`src/rtl/gb_bus_responder.sv`:
```
// gb_bus_responder: sm83 bus responder with HRAM, IE/IF, OAM DMA engine and external pass-through
module gb_bus_responder #(
   parameter int DMA_LEN = 160,
   parameter int IRQ_N = 5
) (
   input  logic             clk,
   input  logic             reset,
   input  logic [15:0]      cpu_addr,
   input  logic [7:0]       cpu_wdata,
   input  logic             cpu_write,
   output logic [7:0]       cpu_rdata,
   output logic [15:0]      ext_addr,
   output logic [7:0]       ext_wdata,
   output logic             ext_write,
   input  logic [7:0]       ext_rdata,
   output logic [7:0]       oam_addr,
   output logic [7:0]       oam_wdata,
   output logic             oam_write,
   input  logic [IRQ_N-1:0] irq_req,
   input  logic [IRQ_N-1:0] irq_clr,
   output logic             irq_pending,
   output logic             dma_active
);
   localparam logic [7:0] LAST = 8'(DMA_LEN - 1);
   logic [7:0] hram [128];
   logic [7:0] ie, dma_reg, rd, rd_nxt, if_rd, src_hi, cnt, pipe_cnt;
   logic [IRQ_N-1:0] if_r, if_nxt;
   logic running, pipe_valid, src_ext;
   logic is_if, is_dma, is_ie, is_hram, is_ext;

   assign is_if = cpu_addr == 16'hFF0F;
   assign is_dma = cpu_addr == 16'hFF46;
   assign is_ie = cpu_addr == 16'hFFFF;
   assign is_hram = cpu_addr[15:7] == 9'h1FF && !is_ie;
   assign is_ext = !(is_if || is_dma || is_ie || is_hram);

   assign ext_addr = running ? {src_hi, cnt} : cpu_addr;
   assign ext_wdata = cpu_wdata;
   assign ext_write = cpu_write && is_ext && !running;
   assign cpu_rdata = src_ext ? ext_rdata : rd;
   assign oam_addr = pipe_cnt;
   assign oam_wdata = ext_rdata;
   assign oam_write = pipe_valid;
   assign dma_active = running || pipe_valid;
   assign irq_pending = |(ie[IRQ_N-1:0] & if_r);

   // IF next value (write, then clear, then request wins) and internal read mux
   always_comb begin
      if_rd = 8'hFF;
      if_rd[IRQ_N-1:0] = if_r;
      if_nxt = (cpu_write && is_if) ? cpu_wdata[IRQ_N-1:0] : if_r;
      if_nxt = (if_nxt & ~irq_clr) | irq_req;
      rd_nxt = is_hram ? hram[cpu_addr[6:0]] : is_ie ? ie : is_if ? if_rd : is_dma ? dma_reg : 8'hFF;
   end

   // HRAM storage, no reset
   always_ff @(posedge clk) begin
      if (cpu_write && is_hram) hram[cpu_addr[6:0]] <= cpu_wdata;
   end

   // Register file and one-cycle read pipeline; external reads during DMA return 0xFF
   always_ff @(posedge clk) begin
      if (reset) begin
         ie <= 8'h00;
         if_r <= '0;
         dma_reg <= 8'hFF;
         rd <= 8'hFF;
         src_ext <= 1'b0;
      end else begin
         if (cpu_write && is_ie) ie <= cpu_wdata;
         if (cpu_write && is_dma) dma_reg <= cpu_wdata;
         if_r <= if_nxt;
         rd <= rd_nxt;
         src_ext <= is_ext && !running;
      end
   end

   // DMA engine: issue {src_hi,cnt} each cycle, write previous read into OAM one cycle later
   always_ff @(posedge clk) begin
      if (reset) begin
         running <= 1'b0;
         cnt <= 8'h00;
         src_hi <= 8'h00;
         pipe_valid <= 1'b0;
         pipe_cnt <= 8'h00;
      end else begin
         pipe_valid <= running;
         pipe_cnt <= cnt;
         if (cpu_write && is_dma) begin
            src_hi <= cpu_wdata;
            cnt <= 8'h00;
            running <= 1'b1;
         end else if (running) begin
            cnt <= (cnt == LAST) ? 8'h00 : cnt + 8'h01;
            running <= cnt != LAST;
         end
      end
   end
endmodule

```
`config.mk`:
```
export PLATFORM = sky130hd
export DESIGN_NAME = gb_bus_responder
export DESIGN_NICKNAME = d
export VERILOG_FILES = /design/src/rtl/gb_bus_responder.sv
export SDC_FILE = /design/constraint.sdc
export NUM_CORES = 1
export LEC_CHECK = 0
export CAP_MARGIN = 25
export CELL_PAD_IN_SITES_DETAIL_PLACEMENT = 1
export CELL_PAD_IN_SITES_GLOBAL_PLACEMENT = 2
export CORE_UTILIZATION = 45
export DETAILED_ROUTE_END_ITERATION = 8
export PLACE_DENSITY_LB_ADDON = 0.1
export SLEW_MARGIN = 20
export SYNTH_ARGS = -nofsm -noshare
export SYNTH_HDL_FRONTEND = slang
export SYNTH_SLANG_ARGS = --single-unit
export TNS_END_PERCENT = 1
```
`constraint.sdc`:
```
create_clock -name clk -period 7.44 [get_ports clk]
set_clock_uncertainty 0.05 [all_clocks]
set_input_delay 2.232 -clock clk [delete_from_list [all_inputs] [get_ports clk]]
set_output_delay 2.232 -clock clk [all_outputs]
set_load 0.01 [all_outputs]
```
==> reports/results.tsv <==
stage	metric	value	unit
sta	Worst-Margin Slew	1.06	ns
sta	setup TNS	0	ns
global_routing	number of global-route vias before repair	24000	
cts	PostCTS Resize Cnt	0	
worst_setup_path	Crit-path slowest cell	or4b_1	
synth	Post-Syn Instances	2549	
routing	first-pass iteration count of the detailed router	5	
routing	antenna viol nets, final	0	
sta	Fmax achieved	141	MHz
cts	CTS Sinks	1080	
routing	Via density	5.77	
sta	endpoints failing hold	0	
synth	Synth Cell Area	0.0424	mm2
cells_and_area	Non-Filler Instances	4001	
cts	hold_buf cts	0	
hold_path	worst hold path type	flop to flop	
synth	Post-Syn Area per Cell	16.6	um2
worst_setup_path	crit end category	output pin	
routing	wirelength, routed	113000	um
job	MaxCap Viol Count	0	
sta	final slew viol count	0	
cells_and_area	number of flip-flops in the largest register	1024	
cells_and_area	NumNets Final	2708	
floorplanning	initial core utilization	45.4	%
cts	worst skew pair latency	0.69	ns
place	HPWL Detailed	69200	um
worst_setup_path	CP Max Fanout	7	
sta	Final Cycle Share	95.0	%
floorplanning	core area	0.0933	mm2
routing	Iteration-0 DRC Markers	1839	
cells_and_area	share of cells above drive strength 1	9.94	%
synth	Ys Warns	0	
routing	via count	23100	
routing	DRC	0	
cells_and_area	fill count	8750	
pwr	Max VDD drop	0.225	mV
worst_setup_path	worst path required time	5.16	ns
sta	# setup viols final	0	
synth	Netlist cell types	46	
floorplanning	DIE HEIGHT	309	um
pwr	power per standard cell area	261	mW/mm2
place	Port Buffers	96	
cts	Reg clk slew, reported paths	0.06	ns
cts	total CTS buffers	113	
worst_setup_path	largest stage delay on the critical path	0.64	ns
worst_setup_path	Crit path buffers/inverters	2	
cells_and_area	diode count	0	
worst_setup_path	CP Launch Type	input pin	
synth	Post-synth ARST share	0	%
cts	postcts setup bufs	0	
floorplanning	die footprint	0.0954	mm2
place	GPL Wtd Cong	0.800	
floorplanning	row cnt	112	
sta	min cycle time layout	7.07	ns
routing	average wire per standard cell	28.3	um
global_routing	GRT Util Overall	23.9	%
synth	Top FF cell, synth	edfxtp_1	
worst_setup_path	crit-path cells	clkdlybuf4s50_1 > or4b_1 > or4b_1 > nand4b_1 > nor2_1 > clkdlybuf4s50_1	
global_routing	pin count of the biggest net entering global routing	131	
global_routing	antenna violations before repair	8	
floorplanning	boundary pin count	97	
outcome	outcome	complete, no violations	
synth	register bit total from synthesis	1080	
synth	Seq/Total Area, Yosys	75.2	%
synth	Post-synth EDFFs	1024	
sta	RSZ-0062 raised after global routing	false	
worst_setup_path	Crit Path Category	input pin to output pin	
cts	TritonCTS clock tree	done	
cells_and_area	P&R area growth vs syn	13.9	%
floorplanning	die span in x	309	um
pwr	Pleak	16.2	nW
global_routing	first-pass GRT wire length	164000	um
cts	clk buf depth	3	
global_routing	total grt overflow	0	
cts	# H-tree levels	3	
place	Inst Count DP	3797	
cts	Root Driver	clkbuf_16	
worst_setup_path	CP top delay family	simple AND/OR/NAND/NOR gates	
worst_setup_path	Crit path arrival time	4.79	ns
sta	relative slew slack	29.5	%
## cells in the final DEF, fill, tap and decap left out, types with 3 or more instances in the layout
cell / n
nand2b_1: 3
nand4_1: 7
o21ai_0: 127
mux2i_1: 527
buf_12: 10
nor2_1: 157
nor4_1: 8
clkbuf_16: 115
edfxtp_1: 1024
clkinv_2: 27
o221ai_1: 8
bufinv_16: 6
mux2_2: 24
conb_1: 8
clkinv_1: 22
dfxtp_1: 55
xor2_1: 5
nand3_1: 12
clkbuf_1: 26
or4b_1: 3
a41oi_1: 32
o211ai_1: 3
a21oi_1: 22
clkdlybuf4s50_1: 87
nor2b_1: 12
nor3_1: 4
buf_4: 67
nand2_1: 39
o22ai_1: 261
o21a_1: 5
## cell usage after synthesis, drive strengths merged (4+ instances only)
cell	count	area [um2]
nand2	40	150
or2	4	25.0
buf	118	603
nand2b	5	31.3
mux2i	527	5280
dfxtp	56	1120
nand4	7	43.8
nor4	10	83.8
nand3	14	80.1
clkbuf	59	221
nor3	4	20.0
nor2	159	599
o21a	5	37.5
o22ai	261	1630
nor2b	14	87.6
a21oi	22	110
o221ai	8	70.1
edfxtp	1024	30700
a41oi	32	280
o21ai	128	641
mux2	24	270
xor2	5	43.8
## cell type report
type / count / area [um2] / area share (%)
well taps: 1254 / 1570 / 3.25
clock inverters: 59 / 442 / 0.916
multi-input cells: 1297 / 9720 / 20.2
repair buffers: 168 / 1640 / 3.41
inverters: 2 / 7.51 / 0.0156
clock buffers: 141 / 2980 / 6.17
flip-flops and latches: 1080 / 31900 / 66.1
## worst min-delay path: stages, from the launching register on
cell and delay, ns:
dfxtp_1 0.31, nand2_1 0.05, a21oi_1 0.05
## stage by stage
| stage | instance area [um2] | util (%) | setup slack (ns) | total power, mW | hold WS [ns] |
|---|---|---|---|---|---|
| after floorplan | 42400 | - | 1.48 | 7.10 | 0.383 |
| after global placement | 44700 | 47.9 | 0.416 | 7.40 | 0.405 |
| after detailed placement | 44700 | 47.9 | 0.381 | 7.41 | 0.414 |
| after CTS | 48100 | 51.6 | 0.362 | 12.7 | 0.421 |
| after global routing | 48200 | 51.7 | 0.278 | 12.9 | 0.443 |
| final | 48200 | 51.7 | 0.371 | 12.6 | 0.416 |
## power breakdown
| group | total [mW] | switching, mW | internal [mW] |
|---|---|---|---|
| Sequential | 6.66 | 0.00358 | 6.65 |
| Clock | 5.29 | 2.28 | 3.02 |
| Combinational | 0.624 | 0.417 | 0.207 |
| Total | 12.6 | 2.70 | 9.87 |
## routing by layer
metal / global-route usage (%) / wire length (um) / vias up
li1: - / - / 10300
met3: 4.32 / 5470 / 166
met1: 32.3 / 49700 / 12100
met5: 0 / 10 / -
met2: 39.6 / 55000 / 491
met4: 6.66 / 2970 / 2
## worst paths after layout
| check | to | slack, ns | cells past startpoint | from |
|---|---|---|---|---|
| setup / recovery | ext_write | 0.37 | 6 | cpu_addr[4] |
| hold / removal | src_hi[2] | 0.42 | 2 | src_hi[2] |
| setup reg to reg | rd[6] | 4.74 | 6 | hram[105][6] |
| hold reg to reg | src_hi[2] | 0.42 | 2 | src_hi[2] |
## kinds of logic (layout without fill, tap and decap cells)
logic type | after synthesis | after routing | share of synthesized area (%)
DFF | 1080 | 1080 | 75.2
muxes | 551 | 551 | 13.1
AOI/OAI and AO/OA | 461 | 461 | 6.64
and+or+nand+nor | 270 | 270 | 2.90
buffers and inverters | 179 | 370 | 1.96
xor gates and xnor gates | 6 | 6 | 0.124
adders and majority gates | 1 | 1 | 0.0295
other | 1 | 8 | 0.00885
Power figures use the tool's default switching activity.
